<file path="config.mk">
export PLATFORM = sky130hd
export DESIGN_NAME = decoder_or_gate
export DESIGN_NICKNAME = d
export VERILOG_FILES = /design/src/rtl/decoder_or_gate_pkg.sv /design/src/rtl/dec2to4.sv /design/src/rtl/decoder_or_gate.sv
export SDC_FILE = /design/constraint.sdc
export NUM_CORES = 1
export LEC_CHECK = 0
export ABC_AREA = 1
export BUFFER_PORTS_ARGS = -buffer_cell sky130_fd_sc_hd__buf_4
export CORE_AREA = 2 2 39 41
export DETAILED_ROUTE_END_ITERATION = 10
export DIE_AREA = 0 0 41 43
export PLACE_DENSITY = 0.41
export SYNTH_ARGS = -nofsm -noshare
export SYNTH_HDL_FRONTEND = slang
export SYNTH_HIERARCHICAL = 1
export SYNTH_SLANG_ARGS = --single-unit
</file>
<file path="constraint.sdc">
create_clock -name clk -period 0.8 [get_ports clk]
set_input_delay 0.04 -clock clk [delete_from_list [all_inputs] [get_ports clk]]
set_output_delay 0.04 -clock clk [all_outputs]
set_load 0.02 [all_outputs]
</file>
<file path="src/rtl/decoder_or_gate_pkg.sv">
// Shared constants for the decoder-based two-input gate family.
package decoder_or_gate_pkg;

    // Decoder lines per lane
    localparam int unsigned DEC_W = 4;

    // Line index for each {a, b} select value
    localparam int unsigned IDX_00 = 0;
    localparam int unsigned IDX_01 = 1;
    localparam int unsigned IDX_10 = 2;
    localparam int unsigned IDX_11 = 3;

    // Minterms that make up a | b
    localparam logic [DEC_W-1:0] OR_MASK = 4'b1110;

    // Gate function of one lane: OR of the decoder lines selected by the mask
    function automatic logic mask_reduce(input logic [DEC_W-1:0] lines,
                                         input logic [DEC_W-1:0] mask);
        return |(lines & mask);
    endfunction

endpackage

</file>
<file path="src/rtl/dec2to4.sv">
// Combinational 2-to-4 line decoder, always enabled; s[1] is operand A, s[0] is B.
module dec2to4
    import decoder_or_gate_pkg::*;
(
    input  logic [1:0]       s,
    output logic [DEC_W-1:0] y
);

    // One-hot decode of the select, two gate levels deep
    always_comb begin
        y         = '0;
        y[IDX_00] = ~s[1] & ~s[0];
        y[IDX_01] = ~s[1] &  s[0];
        y[IDX_10] =  s[1] & ~s[0];
        y[IDX_11] =  s[1] &  s[0];
    end

endmodule

</file>
<file path="src/rtl/decoder_or_gate.sv">
// Registered per-lane OR gate built from a 2-to-4 decoder; also exposes the
// registered decoder lines. Lanes are independent.
module decoder_or_gate
    import decoder_or_gate_pkg::*;
#(
    parameter int unsigned WIDTH = 1
) (
    input  logic                   clk,
    input  logic                   rst_n,
    input  logic [WIDTH-1:0]       a,
    input  logic [WIDTH-1:0]       b,
    output logic [WIDTH-1:0]       or_out,
    output logic [DEC_W*WIDTH-1:0] dec_out
);

    logic [DEC_W*WIDTH-1:0] dec_d, dec_q;
    logic [WIDTH-1:0]       or_d, or_q;

    for (genvar i = 0; i < WIDTH; i++) begin : g_lane
        dec2to4 u_dec (
            .s ({a[i], b[i]}),
            .y (dec_d[DEC_W*i +: DEC_W])
        );

        // OR is taken from the decoder lines only, never from a | b directly
        assign or_d[i] = mask_reduce(dec_d[DEC_W*i +: DEC_W], OR_MASK);
    end

    // Output flops; async reset clears both ports and drops any in-flight sample
    always_ff @(posedge clk or negedge rst_n) begin
        if (!rst_n) begin
            dec_q <= '0;
            or_q  <= '0;
        end else begin
            dec_q <= dec_d;
            or_q  <= or_d;
        end
    end

    assign dec_out = dec_q;
    assign or_out  = or_q;

endmodule

</file>
==> run metrics, run 1 <==
result of the run=complete, no violations; effective utilization at floorplan=11.8%; number of gates on the worst path with buffers counted=1; Site Rows=14; FILL cells=151; DRC violations left=0; transition time at the pin with the least slew margin=0.0932 ns; Critical path destination=or_out; max-cap viol count=0; DRC violation total after the first TritonRoute iteration=0; drt pass-1 iters=1; # port buffers=8; total length of routed wires=304 um; aggregate negative setup slack=0 ns; slowest stage cell on the critical path=sky130_fd_sc_hd__dfrtp_1; WS Path Type=reg -> out; P_leak=0.181 nW; Die X-Extent=41 um; number of antenna violations at the first check in global routing=0; synthesis-to-finish area growth=111%; post-placement worst setup slack=0.268 ns; Via-to-Cell Ratio=3.06; element type at the critical path end=output pin; Final Cycle Share=96.3%; clock edge transition at the registers on the reported setup and hold paths=0.04 ns; area of the die=1760 um^2; proportion of layout cells with a drive suffix above 1=40.6%; flip-flop and latch count after synthesis=5; Worst Setup Start Kind=flip-flop; CP Data Required Time=0.76 ns; number of distinct library cells after synthesis=4; worst-case setup margin in the final layout=0.0296 ns; cell area after technology mapping=163 um^2; number of top-level design ports=9; total chip power=0.661 mW; CP delay by family, top=flip-flops; weighted congestion reported at the end of routability-driven placement=0.523; Hold Slack=0.0512 ns; clock tree from TritonCTS=built; wire length of the first global-routing pass=455 um; # nets final=37; launch point of the critical path=or_out; worst stage delay on the critical path=0.36 ns; count of final hold-check violations=0; Worst EP arrival=0.73 ns; average footprint of a synthesized cell=10.8 um^2; PwrDens=1930 nW/um^2; Max Slew Vio Count=0; pin count of the biggest net entering global routing=6; number of global-route vias before repair=126; Crit path buffers/inverters=1; relative max-transition margin=93.8%; CORE AREA=1380 um^2; number of clock sinks=5; Fmax achieved=1300 MHz; final-report setup violation count=0; cells along the critical path=buf_6; H-tree levels=1; grt total ovfl=0; clock buffer depth=2; Vias=147; cell count after synthesis=15; Synth Net Count=19; clock period minus worst slack=0.770 ns; Synth warnings=6; setup repair bufs after CTS=0; sequential fraction of the synthesis area=76.9%; Hold Path Class=in -> reg; remaining antenna violation count after routing=0; clock buffers created by TritonCTS=3; GRT Resource Usage Total=4.85%; die extent in y=43 um; crit-path max FO=1; cell chosen for the clock root=sky130_fd_sc_hd__clkbuf_4; number of inserted diodes=0; Max rail drop VDD=0.401 mV; per-cell routed wire length=6.33 um
-- metal layers --
metal  part of all wire, %  track usage (%)  vias to the layer above
met5                     0                0                        -
met3                    19             4.71                        4
met4                   8.2             8.00                        0
li1                      -                -                       74
met1                    38             4.26                       58
met2                    34             4.38                       11
-- report_power, final --
part	total, mW	leakage, nW	internal (mW)	switching [mW]
registers	0.275	0.0628	0.269	0.00619
logic	0.105	0.103	0.0590	0.0463
clock network	0.281	0.0150	0.188	0.0931
-- through the flow --
| stage | utilization, % | instance area (um^2) | instances |
|---|---|---|---|
| after floorplan | - | 163 | 15 |
| after global placement | 17.5 | 243 | 39 |
| after detailed placement | 17.5 | 243 | 39 |
| after CTS | 21.6 | 299 | 46 |
| after global routing | 24.8 | 343 | 48 |
| final | 24.8 | 343 | 48 |
-- cells by family after synthesis --
group / after synthesis / synth area share [%]
AND/OR/NAND/NOR: 6 / 13.8
flip-flops: 5 / 76.9
buffers and inverters: 4 / 9.23
-- cell usage in the layout, fill, tap and decap left out --
master,Yosys,layout
sky130_fd_sc_hd__inv_1,4,4
sky130_fd_sc_hd__buf_6,0,5
sky130_fd_sc_hd__nor2_1,4,2
sky130_fd_sc_hd__buf_4,0,3
sky130_fd_sc_hd__dfrtp_1,5,5
sky130_fd_sc_hd__clkbuf_4,0,3
sky130_fd_sc_hd__clkbuf_1,0,1
sky130_fd_sc_hd__nand2_1,2,2
sky130_fd_sc_hd__nor2_2,0,2
sky130_fd_sc_hd__dlygate4sd3_1,0,5
-- cell type report --
| cell class | instances | area, um^2 | share of cell area (%) |
|---|---|---|---|
| timing repair buffer | 13 | 129 | 37.6 |
| sequential | 5 | 125 | 36.5 |
| multi-input combinational | 6 | 27.5 | 8.03 |
| clock buffer | 4 | 26.3 | 7.66 |
| tap | 16 | 20.0 | 5.84 |
| inverter | 4 | 15.0 | 4.38 |
-- cell usage after synthesis --
master,count,area (um^2)
sky130_fd_sc_hd__inv_1,4,15.0
sky130_fd_sc_hd__dfrtp_1,5,125
sky130_fd_sc_hd__nand2_1,2,7.51
sky130_fd_sc_hd__nor2_1,4,15.0
-- how the worst min path moves through the flow --
stage	startpoint	to	slack (ns)	cells past startpoint
detailed placement	rst_n	dec_out[0]	-0.16	1
finish	b	dec_out[3]	0.05	3
global placement	rst_n	dec_out[2]	-0.16	1
global route	b	dec_out[3]	0.05	3
floorplan	rst_n	dec_out[0]	-0.26	0
CTS	b	dec_out[3]	0.02	3
-- what timing repair did --
| item | in CTS | in global routing |
|---|---|---|
| hold endpoints to repair | 8 | 3 |
| endpoints found under the setup margin | 0 | 6 |
| hold buffers | 3 | 4 |
| gates resized for setup | 0 | 7 |
-- registers in the layout, indices dropped and copies added, names as in the netlist --
signal   cells
dec_out      4
or_out       1
Note: power is estimated with default switching activity, not from simulation.
==> run 2: changes to the inputs <==
--- a/config.mk
+++ b/config.mk
@@ -9,4 +9,5 @@
 export BUFFER_PORTS_ARGS = -buffer_cell sky130_fd_sc_hd__buf_4
 export CORE_AREA = 2 2 39 41
+export CTS_BUF_LIST = sky130_fd_sc_hd__clkbuf_2 sky130_fd_sc_hd__clkbuf_4 sky130_fd_sc_hd__clkbuf_8
 export DETAILED_ROUTE_END_ITERATION = 10
 export DIE_AREA = 0 0 41 43
==> constraint.sdc (replaced) <==
create_clock -name clk -period 0.85 [get_ports clk]
set_input_delay 0.0425 -clock clk [delete_from_list [all_inputs] [get_ports clk]]
set_output_delay 0.0425 -clock clk [all_outputs]
set_load 0.05 [all_outputs]
==> run 2 against run 1 <==
Sequential share of layout area rose by 6.6 points. Hold slack improved by 0.089 ns. Highest routed layer unchanged. Wire length decreased by 8.9%. Cell area shrank 15%.
==> run metrics, run 2 (synthesis gave the netlist of run 1 again) <==
number of top-level design ports=9; # port buffers=8; die extent in y=43 um; Final Cycle Share=95.8%; wire length of the first global-routing pass=365 um; combinational share of power=16.5%; per-cell routed wire length=6.30 um; GRT Resource Usage Total=3.94%; weighted congestion reported at the end of routability-driven placement=0.523; total net switching power=0.163 mW; pin count of the biggest net entering global routing=6; most frequent standard cell in the layout excluding fill and tap cells=sky130_fd_sc_hd__buf_4; Via-to-Cell Ratio=2.89; CORE AREA=1380 um^2; effective utilization at floorplan=11.8%; area of the die=1760 um^2; aggregate negative setup slack=0 ns; final-report setup violation count=0; crit-path max FO=1; Vias=127; element type at the critical path end=output pin; # nets final=33; RSZ-0062 raised after global routing=false; WS Path Type=reg -> out; Worst Setup Start Kind=flip-flop; FILL cells=153; part of the power in registers=38.8%; grt total ovfl=0; top layer reached by signal wires=met4; clock buffers created by TritonCTS=3; non-filler instance count after layout=44; slowest stage cell on the critical path=sky130_fd_sc_hd__dfrtp_1; synthesis-to-finish area growth=78.5%; proportion of layout cells with a drive suffix above 1=39.3%; CP delay by family, top=flip-flops; Fmax achieved=1230 MHz; Die X-Extent=41 um; cells along the critical path=buf_4; H-tree levels=1; number of antenna violations at the first check in global routing=0; number of cells in the design after placement=39; routed wl met3=71 um; Max rail drop VDD=0.369 mV; sum of met2 wire segment lengths after detailed routing=93 um; Clock power frac=44.7%; Hold Path Class=in -> async; number of flip-flops under the largest register name=4; worst stage delay on the critical path=0.35 ns; clock edge transition at the registers on the reported setup and hold paths=0.04 ns; Worst EP arrival=0.77 ns; relative max-transition margin=89.7%; number of global-route vias before repair=103; PwrDens=2270 nW/um^2; clock period minus worst slack=0.814 ns; CP Data Required Time=0.81 ns; cell chosen for the clock root=sky130_fd_sc_hd__clkbuf_4; internal power of the cells=0.497 mW; total chip power=0.659 mW; most frequent cells in the layout=sky130_fd_sc_hd__buf_4, sky130_fd_sc_hd__dfrtp_1, sky130_fd_sc_hd__inv_1, sky130_fd_sc_hd__clkbuf_4; Site Rows=14; result of the run=complete, no violations; transition time at the pin with the least slew margin=0.154 ns; count of final hold-check violations=0; number of clock sinks=5; Crit path buffers/inverters=1; post-placement worst setup slack=0.282 ns; remaining antenna violation count after routing=0; Max Slew Vio Count=0; clock tree from TritonCTS=built; Sw Ratio=24.7%; clock buffer depth=2; setup repair bufs after CTS=0; number of inserted diodes=0; DRC violation total after the first TritonRoute iteration=6; DRC violations left=0; max-cap viol count=0; worst-case setup margin in the final layout=0.0356 ns; drt pass-1 iters=2; P_leak=0.158 nW; M1 WL=106 um; total length of routed wires=277 um
run 2: changes by cell type in the layout (fill, tap and decap cells not counted), sizes merged:
cell,previous run,this run
dlygate4sd3,5,3
buf,8,6
run 2: power groups by stage:
stage / clock, mW / combinational (mW) / sequential (mW)
floorplan: 0 / 0.0114 / 0.310
finish: 0.295 / 0.109 / 0.256
detailed placement: 0 / 0.104 / 0.259
global route: 0.325 / 0.116 / 0.256
CTS: 0.309 / 0.115 / 0.256
global placement: 0 / 0.104 / 0.259
run 2: path summary, 6_finish.rpt:
check                      cells after the start  slack (ns)          to   start
min in group clk                               2        0.51  dec_out[0]       b
max in group asynchronous                      2        0.60  dec_out[2]   rst_n
min                                            2        0.14  dec_out[3]   rst_n
max                                            1        0.04      or_out  or_out
run 2: layout make-up:
cell class / count / area (um^2) / area share (%)
flip-flops and latches: 5 / 125 / 43.1
repair buffers: 9 / 75.1 / 25.9
clock buffers: 4 / 30.0 / 10.3
multi-input cells: 6 / 25.0 / 8.62
well taps: 16 / 20.0 / 6.90
inverters: 4 / 15.0 / 5.17
run 2: timing repair:
| action | in CTS | in global routing |
|---|---|---|
| endpoints found under the hold margin | 8 | 0 |
| gates resized for setup | 0 | 1 |
| setup endpoints to repair | 0 | 1 |
| hold buffers | 3 | 0 |
run 2: per-layer routing:
layer  GRT usage [%]  vias up
met3            4.71        2
met4            6.00        0
met5               0        -
li1                -       66
met1            3.28       50
met2            3.44        9
run 2: metrics by stage:
stage / hold WS, ns / area [um^2] / util, %
global placement: -0.157 / 243 / 17.5
floorplan: -0.253 / 163 / -
detailed placement: -0.155 / 243 / 17.5
CTS: 0.137 / 303 / 21.9
global route: 0.148 / 290 / 21.0
finish: 0.140 / 290 / 21.0
==> run 3: changes to the inputs <==
CELL_PAD_IN_SITES_DETAIL_PLACEMENT = 2   (was unset)
CELL_PAD_IN_SITES_GLOBAL_PLACEMENT = 2   (was unset)
PLACE_DENSITY = 0.55   (was 0.41)
==> run 3 against run 2 <==
Utilization grew 0.81 points. Fmax is 1.5% lower. Via count is 13% higher. Critical path type unchanged. Critical endpoint is now dec_out[2]. Largest cell class unchanged. Highest routed layer is now met3.
==> run metrics, run 3 (synthesis gave the netlist of run 1 again) <==
relative max-transition margin=90.9%; number of flip-flops under the largest register name=4; clock tree from TritonCTS=built; Via-to-Cell Ratio=3.18; per-cell routed wire length=8.29 um; remaining antenna violation count after routing=0; weighted congestion reported at the end of routability-driven placement=0.509; Vias=143; max-cap viol count=0; pin count of the biggest net entering global routing=6; H-tree levels=1; P_leak=0.164 nW; transition time at the pin with the least slew margin=0.137 ns; post-route core utilization=21.8%; wire length of the first global-routing pass=572 um; final-report setup violation count=0; cells along the critical path=buf_4; Crit path buffers/inverters=1; setup repair bufs after CTS=0; Max Slew Vio Count=0; post-placement worst setup slack=0.271 ns; most frequent cells in the layout=sky130_fd_sc_hd__buf_4, sky130_fd_sc_hd__dfrtp_1, sky130_fd_sc_hd__inv_1, sky130_fd_sc_hd__clkbuf_4; Worst Setup Start Kind=flip-flop; area of the die=1760 um^2; clock buffers created by TritonCTS=3; cell chosen for the clock root=sky130_fd_sc_hd__clkbuf_4; CP delay by family, top=flip-flops; clock edge transition at the registers on the reported setup and hold paths=0.04 ns; number of inserted diodes=0; grt total ovfl=0; WS Path Type=reg -> out; most frequent standard cell in the layout excluding fill and tap cells=sky130_fd_sc_hd__buf_4; Worst EP arrival=0.78 ns; Max rail drop VDD=0.343 mV; Hold Path Class=in -> reg; effective utilization at floorplan=11.8%; clock buffer depth=2; number of global-route vias before repair=164; CORE AREA=1380 um^2; aggregate negative setup slack=0 ns; total length of routed wires=373 um; proportion of layout cells with a drive suffix above 1=41.4%; drt pass-1 iters=1; number of gates on the worst path with buffers counted=1; GRT Resource Usage Total=5.35%; PwrDens=2210 nW/um^2; result of the run=complete, no violations; Critical path destination=dec_out[2]; Site Rows=14; number of antenna violations at the first check in global routing=0; Fmax achieved=1210 MHz; crit-path max FO=1; count of final hold-check violations=0; slowest stage cell on the critical path=sky130_fd_sc_hd__dfrtp_1; CP Data Required Time=0.81 ns; number of clock sinks=5; synthesis-to-finish area growth=85.4%; DRC violations left=0; worst-case setup margin in the final layout=0.0229 ns; # port buffers=8; # nets final=34; clock period minus worst slack=0.827 ns; element type at the critical path end=output pin; launch point of the critical path=dec_out[2]; die extent in y=43 um; worst stage delay on the critical path=0.36 ns; number of top-level design ports=9; Final Cycle Share=97.3%; DRC violation total after the first TritonRoute iteration=0; Hold Slack=0.0507 ns; Die X-Extent=41 um
[run 3: cell types whose count changed in the layout (fill, tap and decap cells not counted)]
cell	delta
sky130_fd_sc_hd__buf_6	+1
[run 3: cell type report]
class | count | area, um^2
Fill cell | 163 | 1080
Sequential cell | 5 | 125
Timing Repair Buffer | 10 | 86.3
Clock buffer | 4 | 30.0
Multi-Input combinational cell | 6 | 25.0
Tap cell | 16 | 20.0
Inverter | 4 | 15.0
[run 3: how the worst min path moves through the flow]
stage | cells after the start | slack (ns) | endpoint | start
floorplan | 0 | -0.25 | dec_out[0] | rst_n
global placement | 1 | -0.16 | dec_out[1] | rst_n
detailed placement | 1 | -0.15 | dec_out[0] | rst_n
CTS | 3 | 0.03 | dec_out[3] | a
global route | 3 | 0.06 | dec_out[2] | a
finish | 3 | 0.05 | dec_out[3] | a
[run 3: power breakdown]
| group | internal [mW] | switching (mW) | total, mW |
|---|---|---|---|
| sequential | 0.253 | 0.00459 | 0.257 |
| combinational | 0.0398 | 0.0754 | 0.115 |
| clock | 0.209 | 0.0858 | 0.294 |
[run 3: layer usage]
layer | GRT usage [%] | up-vias | wire length (um)
met4 | 8.00 | 0 | 0
met5 | 0 | - | 0
met3 | 1.57 | 0 | 55
met2 | 7.81 | 9 | 202
li1 | - | 68 | -
met1 | 4.25 | 66 | 115
[run 3: per-stage QoR]
step / total power [mW] / area (um^2) / instances
after floorplan: 0.321 / 163 / 15
after global placement: 0.363 / 243 / 39
after detailed placement: 0.366 / 243 / 39
after CTS: 0.685 / 303 / 46
after global routing: 0.712 / 302 / 45
final: 0.667 / 302 / 45
[run 3: repair_timing]
item / 4_1_cts / 5_1_grt
resized for setup: 0 / 2
endpoints found under the hold margin: 8 / 2
setup endpoints to repair: 0 / 2
hold buffers: 3 / 1
